<file path="src/rtl/solver_pkg.sv">
// Shared definitions for the MCMC solver sequencer and its LFSR.
package solver_pkg;

    localparam int unsigned DEFAULT_ITER_WIDTH = 16;
    localparam logic [15:0] LFSR_MASK          = 16'hB400;

    typedef enum logic [3:0] {
        IDLE,
        LOAD,
        EVAL,
        EVAL_WAIT,
        SELECT,
        MOVE,
        MOVE_WAIT,
        WRITE,
        DONE
    } state_e;

endpackage

</file>
<file path="src/rtl/solver_lfsr16.sv">
// 16-bit Galois LFSR (x^16+x^14+x^13+x^11+1), free-running from reset.
module solver_lfsr16
    import solver_pkg::*;
#(
    parameter logic [15:0] SEED = 16'hACE1
) (
    input  logic        clk,
    input  logic        rst_n,
    output logic [15:0] state
);

    logic [15:0] state_q;
    logic [15:0] state_d;

    always_comb begin
        state_d = {1'b0, state_q[15:1]} ^ (state_q[0] ? LFSR_MASK : '0);
    end

    always_ff @(posedge clk or negedge rst_n) begin
        if (!rst_n) begin
            state_q <= SEED;
        end else begin
            state_q <= state_d;
        end
    end

    assign state = state_q;

endmodule

</file>
<file path="src/rtl/solver_controller.sv">
// Top-level sequencer: load, evaluate, pick a move type, move, write back, repeat.
module solver_controller
    import solver_pkg::*;
#(
    parameter int unsigned ITER_WIDTH = DEFAULT_ITER_WIDTH,
    parameter logic [15:0] LFSR_SEED  = 16'hACE1
) (
    input  logic                  clk,
    input  logic                  rst_n,
    input  logic                  start,
    input  logic [ITER_WIDTH-1:0] max_iterations,
    input  logic [7:0]            in_pls0,
    output logic                  assignment_selector,
    output logic                  storage_we,
    output logic                  eval_start,
    input  logic                  eval_done,
    input  logic                  all_satisfied,
    output logic                  move_start,
    output logic                  move_is_local,
    input  logic                  move_done,
    output logic                  busy,
    output logic                  done,
    output logic                  solved,
    output logic [ITER_WIDTH-1:0] iteration_count
);

    state_e                state_q, state_d;
    logic [ITER_WIDTH-1:0] max_iter_q, max_iter_d;
    logic [ITER_WIDTH-1:0] iter_q, iter_d;
    logic [7:0]            pls0_q, pls0_d;
    logic                  solved_q, solved_d;
    logic                  local_q, local_d;
    logic                  sel_q, sel_d;
    logic                  we_q, we_d;
    logic                  eval_start_q, eval_start_d;
    logic                  move_start_q, move_start_d;
    logic                  busy_q, busy_d;
    logic                  done_q, done_d;

    logic [15:0] lfsr;
    logic [7:0]  rnd;
    logic [7:0]  lfsr_unused;

    solver_lfsr16 #(
        .SEED (LFSR_SEED)
    ) u_lfsr (
        .clk   (clk),
        .rst_n (rst_n),
        .state (lfsr)
    );

    assign {lfsr_unused, rnd} = lfsr;

    always_comb begin
        state_d    = state_q;
        max_iter_d = max_iter_q;
        iter_d     = iter_q;
        pls0_d     = pls0_q;
        solved_d   = solved_q;
        local_d    = local_q;

        case (state_q)
            IDLE: begin
                if (start) begin
                    max_iter_d = max_iterations;
                    pls0_d     = in_pls0;
                    iter_d     = '0;
                    solved_d   = 1'b0;
                    state_d    = LOAD;
                end
            end
            LOAD:  state_d = EVAL;
            EVAL:  state_d = EVAL_WAIT;
            EVAL_WAIT: begin
                // Budget is checked before any increment, so the counter cannot wrap.
                if (eval_done) begin
                    if (all_satisfied) begin
                        solved_d = 1'b1;
                        state_d  = DONE;
                    end else if (iter_q == max_iter_q) begin
                        solved_d = 1'b0;
                        state_d  = DONE;
                    end else begin
                        state_d = SELECT;
                    end
                end
            end
            SELECT: begin
                local_d = (rnd < pls0_q);
                state_d = MOVE;
            end
            MOVE: state_d = MOVE_WAIT;
            MOVE_WAIT: begin
                if (move_done) begin
                    state_d = WRITE;
                end
            end
            WRITE: begin
                iter_d  = iter_q + ITER_WIDTH'(1);
                state_d = EVAL;
            end
            DONE:    state_d = IDLE;
            default: state_d = IDLE;
        endcase

        // Outputs are decoded from the next state so they register alongside it.
        sel_d        = (state_d == WRITE);
        we_d         = (state_d == LOAD) || (state_d == WRITE);
        eval_start_d = (state_d == EVAL);
        move_start_d = (state_d == MOVE);
        busy_d       = (state_d != IDLE);
        done_d       = (state_d == DONE);
    end

    always_ff @(posedge clk or negedge rst_n) begin
        if (!rst_n) begin
            state_q      <= IDLE;
            max_iter_q   <= '0;
            iter_q       <= '0;
            pls0_q       <= '0;
            solved_q     <= 1'b0;
            local_q      <= 1'b0;
            sel_q        <= 1'b0;
            we_q         <= 1'b0;
            eval_start_q <= 1'b0;
            move_start_q <= 1'b0;
            busy_q       <= 1'b0;
            done_q       <= 1'b0;
        end else begin
            state_q      <= state_d;
            max_iter_q   <= max_iter_d;
            iter_q       <= iter_d;
            pls0_q       <= pls0_d;
            solved_q     <= solved_d;
            local_q      <= local_d;
            sel_q        <= sel_d;
            we_q         <= we_d;
            eval_start_q <= eval_start_d;
            move_start_q <= move_start_d;
            busy_q       <= busy_d;
            done_q       <= done_d;
        end
    end

    assign assignment_selector = sel_q;
    assign storage_we          = we_q;
    assign eval_start          = eval_start_q;
    assign move_start          = move_start_q;
    assign move_is_local       = local_q;
    assign busy                = busy_q;
    assign done                = done_q;
    assign solved              = solved_q;
    assign iteration_count     = iter_q;

endmodule

</file>
<file path="config.mk">
export PLATFORM = sky130hd
export DESIGN_NAME = solver_controller
export DESIGN_NICKNAME = d
export VERILOG_FILES = /design/src/rtl/solver_pkg.sv /design/src/rtl/solver_lfsr16.sv /design/src/rtl/solver_controller.sv
export SDC_FILE = /design/constraint.sdc
export NUM_CORES = 1
export LEC_CHECK = 0
export CAP_MARGIN = 20
export CORE_MARGIN = 2
export CORE_UTILIZATION = 47
export CTS_CLUSTER_SIZE = 25
export DETAILED_ROUTE_END_ITERATION = 8
export GPL_TIMING_DRIVEN = 0
export HOLD_SLACK_MARGIN = 0.03
export PLACE_DENSITY = 0.75
export SYNTH_ARGS = -nofsm -noshare
export SYNTH_HDL_FRONTEND = slang
export SYNTH_SLANG_ARGS = --single-unit
</file>
<file path="constraint.sdc">
create_clock -name clk -period 1.4 [get_ports clk]
set_input_delay 0.28 -clock clk [delete_from_list [all_inputs] [get_ports clk]]
set_output_delay 0.28 -clock clk [all_outputs]
set_load 0.005 [all_outputs]
</file>
# Word level (Yosys, flattened, before mapping)
# Index checks and enable logic that the tools add are counted.
# word_totals
regBits,68
inputBits,30
output_inout_bits,24
word_cells,55
# classes
addsub,1
n_lt_le_gt_ge,1
n_eq_ne,16
mux,14
n_bitwise,1
reduce_logical,9
# ops
cell,n
$mux W16,2
$pmux W16 S2,1
$pmux W4 S7,1
$eq A4 B3 Y1 const B,6
$mux W4,5
$add A16 B1 Y16 const B,1
$eq A16 B16 Y1,1
$xor A15 B16 Y16,1
$eq A4 B2 Y1 const B,3
$eq A4 B1 Y1 const B,2
$lt A8 B8 Y1,1
$eq A4 B4 Y1 const B,1
$logic_not A4 Y1,1
$mux W1,4
$ne A2 B2 Y1 const B,2
$reduce_and A2 Y1,2
$reduce_and A4 Y1,1
$reduce_bool A2 Y1,2
$reduce_bool A4 Y1,1
$ne A3 B3 Y1 const B,1
$pmux W1 S2,1
$reduce_or A2 Y1,1
$logic_or A1 B1 Y1,1

# Depth between registers and ports, before layout
# Gate-level depths: netlist (run 1).
# logic_depth
ltp_word,7
depth_mapped,7
mapped_depth_nobuf,7

# Cells and area by module
# From an unflattened synthesis (run 1), not the netlist that was laid out.
# hier_totals
hier_cells,257
hier_area_um2,3121.7
# modules_own_cells
mod,instances,cells_each,area_each_um2,seq_area_each_um2
solver_controller,1,225,2587.5,1301.2
solver_lfsr16,1,32,534.3,410.4

# Worst setup path after synthesis (run 1)
# Ideal clock, no wire load.
# synth_path
kind,register to register
startpoint,"register iter_q[0], in the netlist iteration_count[0]"
endpoint,"register iter_q[8], in the netlist iteration_count[8]"
arrival_ns,1.372
required_ns,1.271
setup_slack_ns,-0.101
path_stages_with_launch,8
n_path_buf,1
synth_period_minus_slack_ns,1.501
cell_sequence,dfrtp_1 > ha_1 > and4_1 > buf_2 > and2b_1 > nand4_1 > nand3_1 > o21ai_0
# synth_between
elab_chain_cells,2
# synth_lines
element,line_no,rtl
start: declaration,solver_controller.sv:29,"logic [ITER_WIDTH-1:0] iter_q, iter_d;"
start signal: assignment,solver_controller.sv:132,iter_q <= iter_d;
$add A16 B1 Y16,solver_controller.sv:99,iter_d = iter_q + ITER_WIDTH'(1);
$pmux W16 S2,solver_controller.sv:62,case (state_q)
# Every way passes these cells.
# A chain may end at the register's enable or synchronous reset.

# Final worst setup path (run 1)
# layout_path
startpoint,"register iter_q[11], in the netlist iteration_count[11]"
endpoint,"register solved_q, in the netlist solved"
# layout_between
elab_chain_cells,3
# layout_lines
element,line_no,rtl
$eq A16 B16 Y1,solver_controller.sv:80,end else if (iter_q == max_iter_q) begin
$ne A3 B3 Y1 (no line),--,
$reduce_and A4 Y1 (no line),--,
end signal: assignment,solver_controller.sv:134,solved_q <= solved_d;
end: declaration,solver_controller.sv:31,"logic solved_q, solved_d;"
# Every way passes these cells.

==> run_summary.xml, run 1 <==
<?xml version="1.0" encoding="UTF-8"?>
<metrics>
  <group name="route">
    <metric name="drt-total-wl" unit="mm">8.186</metric>
    <metric name="drt_pre_antenna_iters" unit="">4</metric>
    <metric name="drt_first_iter_violations" unit="">163</metric>
    <metric name="final_antenna_net_count" unit="">0</metric>
    <metric name="drt-wirelength-per-cell" unit="um">18.82</metric>
    <metric name="num_vias" unit="">2438</metric>
    <metric name="drt-vias-per-instance" unit="">5.605</metric>
    <metric name="detail_route.drc_violations" unit="">0</metric>
  </group>
  <group name="synth">
    <metric name="edff_count_synth" unit="">0</metric>
    <metric name="postSynthAreaPerCell" unit="um2">12.66</metric>
    <metric name="yosys_most_used_dff" unit="">sky130_fd_sc_hd__dfrtp_1</metric>
    <metric name="postSynth.asyncResetShare" unit="%">100.0</metric>
    <metric name="netlist-cell-type-count" unit="">40</metric>
    <metric name="synth.yosys.warnings" unit="">0</metric>
    <metric name="ys_seq_elements" unit="">68</metric>
    <metric name="synth_area" unit="um2">3089</metric>
    <metric name="syn-num-nets" unit="">282</metric>
    <metric name="synthesis.instances" unit="">244</metric>
    <metric name="ys_seq_area_share" unit="%">55.41</metric>
  </group>
  <group name="die">
    <metric name="num_rows" unit="">29</metric>
    <metric name="die_h" unit="um">85.07</metric>
    <metric name="total_die_area" unit="um2">7237</metric>
    <metric name="initial_core_util" unit="%">48.65</metric>
    <metric name="standard_cell_core_area" unit="um2">6350</metric>
    <metric name="chipWidth" unit="um">85.07</metric>
    <metric name="ios" unit="">54</metric>
  </group>
  <group name="clock_network">
    <metric name="root_buffer" unit="">sky130_fd_sc_hd__clkbuf_8</metric>
    <metric name="number_of_buffers_between_clock_root_and_the_deepest_sink" unit="">2</metric>
    <metric name="clk_pin_slew" unit="ns">0.08</metric>
    <metric name="worst_skew_pair.late_latency" unit="ns">0.34</metric>
    <metric name="cts_tree" unit="">built</metric>
    <metric name="tritoncts.num_buffers" unit="">9</metric>
    <metric name="cts.sink_count" unit="">68</metric>
    <metric name="cts_max_level" unit="">3</metric>
  </group>
  <group name="pwr">
    <metric name="power_frac_seq" unit="%">35.7</metric>
    <metric name="switching_fraction_of_total_power" unit="%">32.88</metric>
    <metric name="pwr_density_cell" unit="nW/um2">1857</metric>
    <metric name="power_frac_comb" unit="%">43.9</metric>
    <metric name="internal_power" unit="mW">5.855</metric>
    <metric name="p_leak" unit="nW">2.221</metric>
    <metric name="ir_drop_worst_case_vdd" unit="uV">1279</metric>
    <metric name="switching_power" unit="mW">2.869</metric>
    <metric name="clock_power_share" unit="%">20.5</metric>
  </group>
  <group name="setup_path">
    <metric name="critPathCaptureType" unit="">flip-flop</metric>
    <metric name="critPathArrivalTime" unit="ns">1.89</metric>
    <metric name="cp_max_fo" unit="">4</metric>
    <metric name="worstSetupStartpointType" unit="">flip-flop</metric>
    <metric name="required" unit="ns">1.64</metric>
    <metric name="worst_setup_path_category" unit="">flip-flop to flip-flop</metric>
  </group>
  <group name="place">
    <metric name="place.port_buffers" unit="">53</metric>
    <metric name="placed_cells" unit="">374</metric>
    <metric name="gp_congestion" unit="">0.8228</metric>
    <metric name="place_ws" unit="ns">-0.2762</metric>
    <metric name="hpwlAfterDp" unit="mm">4.250</metric>
    <metric name="postPlaceCellArea" unit="um2">3716</metric>
  </group>
  <group name="cells_and_area">
    <metric name="most_common_library_cell_in_the_layout_ignoring_fill_and_taps" unit="">sky130_fd_sc_hd__dfrtp_1</metric>
    <metric name="postLayoutCellArea" unit="um2">4697</metric>
    <metric name="post_route_cells_drive_above_1_share" unit="%">48.04</metric>
    <metric name="mostFrequentLayoutCells" unit="">sky130_fd_sc_hd__dfrtp_1 (49), sky130_fd_sc_hd__buf_4 (31), sky130_fd_sc_hd__clkdlybuf4s50_1 (28)</metric>
    <metric name="insertedDiodeCount" unit="">0</metric>
    <metric name="final_nets" unit="">391</metric>
    <metric name="finish.cell_count_without_fillers" unit="">435</metric>
    <metric name="syn_to_final_growth" unit="%">52.05</metric>
  </group>
  <group name="run">
    <metric name="max-cap-violations" unit="">0</metric>
  </group>
  <group name="sta">
    <metric name="finalHoldViolations" unit="">0</metric>
    <metric name="setup_violations" unit="">46</metric>
    <metric name="clock_skew" unit="ns">0.01116</metric>
    <metric name="rsz0062_at_grt" unit="">true</metric>
    <metric name="tightest_slew_margin_relative_to_the_limit" unit="%">44.57</metric>
    <metric name="worstMarginPinSlew" unit="ns">0.8315</metric>
    <metric name="max_clock_freq" unit="GHz">0.6034</metric>
    <metric name="timing.final.ws_setup" unit="ns">-0.2572</metric>
    <metric name="layout_min_cycle_time" unit="ns">1.657</metric>
    <metric name="timing.final.max_slew_violations" unit="">0</metric>
    <metric name="finalCritPeriodShare" unit="%">118.4</metric>
  </group>
  <group name="global_routing">
    <metric name="wire_length_of_the_first_global_routing_pass" unit="mm">12.11</metric>
    <metric name="grt_pass1_vias" unit="">2415</metric>
    <metric name="grt_use_total" unit="%">21.78</metric>
    <metric name="grt-ovfl-total" unit="">0</metric>
    <metric name="grt_max_degree" unit="">69</metric>
    <metric name="grt_antenna_before_repair" unit="">0</metric>
  </group>
  <group name="run_status">
    <metric name="status" unit="">finished, violations left</metric>
    <metric name="violations" unit="">negative setup slack</metric>
  </group>
  <group name="hold_path">
    <metric name="hold_path_class" unit="">primary input to asynchronous set/reset pin</metric>
  </group>
</metrics>
[state kept, by name, indices dropped and copies added (netlist names)]
signal	flops
iteration_count	16
state_q	4
u_lfsr.state	16
solved	1
max_iter_q	16
move_start	1
storage_we	1
busy	1
pls0_q	8
assignment_selector	1
eval_start	1
done	1
move_is_local	1
[per-stage QoR]
stage / utilization (%) / power (mW) / hold WS, ns / TNS [ns]
floorplan: - / 4.761 / -0.01559 / -1.207
global placement: 58.56 / 5.540 / 0.3378 / -149.82
detailed placement: 58.52 / 5.660 / 0.3422 / -8.247
CTS: 68.85 / 7.990 / 0.06867 / -3.387
global route: 73.97 / 9.159 / 0.1047 / -8.397
finish: 73.97 / 8.724 / 0.02804 / -5.634
[power by group through the flow]
| stage | Sequential (mW) | Combinational [mW] | Clock [mW] |
|---|---|---|---|
| after floorplan | 2.95 | 1.81 | 0 |
| after global placement | 3.04 | 2.50 | 0 |
| after detailed placement | 3.07 | 2.59 | 0 |
| after CTS | 3.03 | 3.17 | 1.79 |
| after global routing | 3.18 | 4.09 | 1.90 |
| final | 3.11 | 3.83 | 1.79 |
[path summary, 6_finish.rpt]
kind	start	slack [ns]	to	cells past startpoint
setup / recovery	iteration_count[11]	-0.26	solved	5
hold / removal	rst_n	0.03	iteration_count[9]	1
setup reg to reg	iteration_count[11]	-0.26	solved	5
hold reg to reg	u_lfsr.state[9]	0.35	u_lfsr.state[8]	0
max in group asynchronous	rst_n	0.77	iteration_count[7]	1
min in group clk	u_lfsr.state[9]	0.35	u_lfsr.state[8]	0
[worst max-delay path: stages, from the launching register on]
cell and delay, ns:
sky130_fd_sc_hd__dfrtp_2 0.46, sky130_fd_sc_hd__xnor2_1 0.24, sky130_fd_sc_hd__nand4_1 0.18, sky130_fd_sc_hd__nor4_4 0.31
sky130_fd_sc_hd__nand2_1 0.10, sky130_fd_sc_hd__a32o_1 0.26
[area by class of cell]
class	instances	area [um2]
clock inverters	2	60.06
fillers	369	1653
repair buffers	102	964.7
flip-flops and latches	68	1725
plain buffers	8	110.1
inverters	8	30.03
well taps	77	96.34
multi-input cells	156	1558
clock buffers	14	152.6
[per-layer routing]
metal / track usage [%] / up-vias / wire length [um]
met5: 0 / - / 0
met4: 10.68 / 0 / 178
met3: 3.794 / 17 / 406
met2: 35.30 / 94 / 4108
met1: 28.42 / 1242 / 3493
li1: - / 1085 / -
[cell usage after synthesis (4+ instances only)]
cell type / n / area share, %
sky130_fd_sc_hd__dfrtp_1: 60 / 49
sky130_fd_sc_hd__mux2_4: 18 / 8.7
sky130_fd_sc_hd__nand2_1: 17 / 2.1
sky130_fd_sc_hd__xnor2_1: 17 / 4.8
sky130_fd_sc_hd__nand3_1: 11 / 1.8
sky130_fd_sc_hd__dfstp_2: 8 / 6.8
sky130_fd_sc_hd__ha_1: 8 / 3.2
sky130_fd_sc_hd__inv_1: 8 / 0.97
sky130_fd_sc_hd__nand4_1: 8 / 1.6
sky130_fd_sc_hd__nor2_1: 8 / 0.97
sky130_fd_sc_hd__o21ai_0: 8 / 1.3
sky130_fd_sc_hd__o21ai_1: 8 / 1.3
sky130_fd_sc_hd__mux2_2: 6 / 2.2
sky130_fd_sc_hd__a21oi_1: 5 / 0.81
sky130_fd_sc_hd__buf_6: 4 / 1.5
sky130_fd_sc_hd__mux2i_1: 4 / 1.3
sky130_fd_sc_hd__o31ai_1: 4 / 0.97
[repair_timing]
action	in CTS	in global routing
pin swaps	35	21
buffers inserted	31	16
resized for setup	92	54
hold buffers	0	0
endpoints found under the setup margin	64	53
gates cloned	1	2
[cell families after synthesis]
group	count (synthesis)	synth area share, %
compound gates	35	6.926
xor+xnor	20	5.670
fa+ha+maj	8	3.240
buf+inv	20	3.928
flops	68	55.41
mux	28	12.23
simple gates	65	12.60
Power figures use the tool's default switching activity.
==> run 2: changes to the inputs <==
- CORE_MARGIN: 2 -> not set
- SYNTH_HIERARCHICAL: not set -> 1
==> run 2 against run 1 <==
Net effect: the run still ends with negative setup slack left; first-iteration DRC count rose by 38%; sequential power is essentially flat; hold slack got worse by 0.0021 ns; wire length shrank 5.5%; design area shrank 4.0%; setup slack got worse by 0.030 ns; critical endpoint is now iteration_count[14]; largest cell class unchanged; largest power group unchanged; highest routed layer unchanged.
==> run_summary.xml, run 2 <==
<?xml version="1.0" encoding="UTF-8"?>
<metrics>
  <group name="cells_and_area">
    <metric name="post_route_cells_drive_above_1_share" unit="%">43.61</metric>
    <metric name="final_nets" unit="">393</metric>
    <metric name="insertedDiodeCount" unit="">0</metric>
    <metric name="finish.cell_count_without_fillers" unit="">437</metric>
    <metric name="most_common_library_cell_in_the_layout_ignoring_fill_and_taps" unit="">sky130_fd_sc_hd__dfrtp_1</metric>
    <metric name="fillCellCount" unit="">414</metric>
    <metric name="syn_to_final_growth" unit="%">46.13</metric>
    <metric name="area_used_by_multi_input_combinational_logic" unit="um2">1421</metric>
    <metric name="mostFrequentLayoutCells" unit="">sky130_fd_sc_hd__dfrtp_1 (48), sky130_fd_sc_hd__buf_4 (40), sky130_fd_sc_hd__clkdlybuf4s50_1 (28)</metric>
    <metric name="sequential_cell_area" unit="um2">1727</metric>
  </group>
  <group name="global_routing">
    <metric name="wire_length_of_the_first_global_routing_pass" unit="mm">11.63</metric>
    <metric name="grt-ovfl-total" unit="">0</metric>
    <metric name="grt_pass1_vias" unit="">2388</metric>
    <metric name="grt_use_total" unit="%">22.03</metric>
    <metric name="grt_max_degree" unit="">69</metric>
    <metric name="grt_antenna_before_repair" unit="">0</metric>
  </group>
  <group name="sta">
    <metric name="finalCritPeriodShare" unit="%">120.5</metric>
    <metric name="setup_violations" unit="">42</metric>
    <metric name="timing.final.max_slew_violations" unit="">0</metric>
    <metric name="layout_min_cycle_time" unit="ns">1.687</metric>
    <metric name="max_clock_freq" unit="GHz">0.5927</metric>
    <metric name="clock_skew" unit="ns">0.01257</metric>
    <metric name="tightest_slew_margin_relative_to_the_limit" unit="%">44.29</metric>
    <metric name="fin_worst_hold_slack" unit="ns">0.02593</metric>
    <metric name="timing.final.ws_setup" unit="ns">-0.2873</metric>
    <metric name="rsz0062_at_grt" unit="">true</metric>
    <metric name="finalHoldViolations" unit="">0</metric>
    <metric name="worstMarginPinSlew" unit="ns">0.8356</metric>
  </group>
  <group name="setup_path">
    <metric name="cp_max_fo" unit="">5</metric>
    <metric name="r2r_setup_slack" unit="ns">-0.29</metric>
    <metric name="r2r_cells" unit="">6</metric>
    <metric name="critPathCaptureType" unit="">flip-flop</metric>
    <metric name="crit-reg2reg-capture" unit="">iteration_count[14]</metric>
    <metric name="worst_setup_path_category" unit="">flip-flop to flip-flop</metric>
    <metric name="critPathArrivalTime" unit="ns">1.91</metric>
    <metric name="required" unit="ns">1.63</metric>
    <metric name="worstSetupStartpointType" unit="">flip-flop</metric>
    <metric name="reg2reg_from" unit="">iteration_count[0]</metric>
  </group>
  <group name="synth">
    <metric name="synthesis.instances" unit="">252</metric>
    <metric name="synth_area" unit="um2">3084</metric>
    <metric name="postSynthAreaPerCell" unit="um2">12.24</metric>
    <metric name="syn-num-nets" unit="">290</metric>
    <metric name="synth.yosys.warnings" unit="">6</metric>
  </group>
  <group name="route">
    <metric name="drt-wirelength-per-cell" unit="um">17.71</metric>
    <metric name="num_vias" unit="">2402</metric>
    <metric name="drt-vias-per-instance" unit="">5.497</metric>
    <metric name="drt_first_iter_violations" unit="">225</metric>
    <metric name="final_antenna_net_count" unit="">0</metric>
    <metric name="detail_route.drc_violations" unit="">0</metric>
    <metric name="drt_pre_antenna_iters" unit="">4</metric>
    <metric name="drt-total-wl" unit="mm">7.739</metric>
  </group>
  <group name="pwr">
    <metric name="power_frac_seq" unit="%">39.9</metric>
    <metric name="p_leak" unit="nW">2.141</metric>
    <metric name="power_frac_comb" unit="%">42.0</metric>
    <metric name="switching_fraction_of_total_power" unit="%">34.20</metric>
    <metric name="clock_power_share" unit="%">18.0</metric>
    <metric name="switching_power" unit="mW">2.642</metric>
    <metric name="ir_drop_worst_case_vdd" unit="uV">1032</metric>
    <metric name="pwr_density_cell" unit="nW/um2">1714</metric>
    <metric name="internal_power" unit="mW">5.084</metric>
  </group>
  <group name="place">
    <metric name="place.port_buffers" unit="">53</metric>
    <metric name="placed_cells" unit="">382</metric>
    <metric name="gp_congestion" unit="">0.7779</metric>
    <metric name="hpwlAfterDp" unit="mm">4.023</metric>
  </group>
  <group name="clock_network">
    <metric name="root_buffer" unit="">sky130_fd_sc_hd__clkbuf_8</metric>
    <metric name="cts_hold_repair.buffers" unit="">0</metric>
    <metric name="tritoncts.num_buffers" unit="">9</metric>
    <metric name="number_of_buffers_between_clock_root_and_the_deepest_sink" unit="">2</metric>
    <metric name="cts_max_level" unit="">3</metric>
    <metric name="cts_tree" unit="">built</metric>
    <metric name="cts.sink_count" unit="">68</metric>
    <metric name="worst_skew_pair.late_latency" unit="ns">0.35</metric>
    <metric name="clk_pin_slew" unit="ns">0.07</metric>
  </group>
  <group name="die">
    <metric name="standard_cell_core_area" unit="um2">6350</metric>
    <metric name="ios" unit="">54</metric>
    <metric name="total_die_area" unit="um2">6890</metric>
    <metric name="initial_core_util" unit="%">48.57</metric>
    <metric name="chipWidth" unit="um">83.01</metric>
    <metric name="die_h" unit="um">83.01</metric>
    <metric name="num_rows" unit="">29</metric>
  </group>
  <group name="run_status">
    <metric name="status" unit="">finished, violations left</metric>
    <metric name="violations" unit="">negative setup slack</metric>
  </group>
  <group name="hold_path">
    <metric name="hold_path_class" unit="">primary input to asynchronous set/reset pin</metric>
  </group>
  <group name="run">
    <metric name="max-cap-violations" unit="">0</metric>
  </group>
</metrics>
[run 2: power groups by stage]
| stage | Sequential (mW) | Combinational [mW] | Clock, mW |
|---|---|---|---|
| after global placement | 3.08 | 2.34 | 0 |
| after floorplan | 2.99 | 1.65 | 0 |
| after global routing | 3.15 | 3.50 | 1.51 |
| after detailed placement | 3.10 | 2.41 | 0 |
| final | 3.09 | 3.25 | 1.39 |
| after CTS | 3.05 | 2.92 | 1.40 |
[run 2: how the worst max path moves through the flow]
stage / start / endpoint / slack, ns
after global routing: iteration_count[2] / iteration_count[14] / -0.35
after detailed placement: eval_done / solved / -0.32
after floorplan: state_q[3] / iteration_count[13] / -0.06
after global placement: rst_n / iteration_count[1] / -2.41
after CTS: iteration_count[2] / solved / -0.20
final: iteration_count[0] / iteration_count[14] / -0.29
[run 2: cell type report]
class                   count  share of cell area [%]
plain buffers              15                   4.026
clock buffers              11                   2.915
clock inverters             5                  0.6663
inverters                   9                  0.7496
multi-input cells         156                   31.54
flip-flops and latches     68                   38.31
well taps                  77                   2.138
repair buffers             96                   19.66
[run 2: routing by layer]
metal	wire, um	vias up	track usage (%)
met5	0	-	0
met4	206	0	10.50
met3	509	24	6.660
met2	3767	107	34.50
met1	3256	1188	28.03
li1	-	1083	-
[run 2: per-stage QoR]
stage                     area, um2  setup WS, ns  TNS, ns  total power, mW  utilization (%)
after global placement         3791        -2.406  -148.36            5.419            59.70
after floorplan                3164      -0.06426  -0.4422            4.645                -
after CTS                      4344       -0.2045   -5.505            7.366            68.41
after global routing           4507       -0.3530   -8.479            8.161            70.98
final                          4507       -0.2873   -5.647            7.726            70.98
after detailed placement       3789       -0.3166   -7.403            5.511            59.67
[run 2: timing repair]
item | CTS | global route
setup endpoints to repair | 64 | 52
endpoints found under the hold margin | 0 | 0
resized for setup | 81 | 23
cloned | 2 | 2
pin swaps | 26 | 10
buffers inserted | 32 | 10
[run 2: worst max-delay path, stage by stage (launching register included)]
cell,delay (ns)
sky130_fd_sc_hd__dfrtp_2,0.45
sky130_fd_sc_hd__ha_4,0.17
sky130_fd_sc_hd__nand4_1,0.22
sky130_fd_sc_hd__nor3_4,0.34
sky130_fd_sc_hd__a21oi_1,0.13
sky130_fd_sc_hd__o21ai_1,0.18
sky130_fd_sc_hd__o21ai_1,0.10
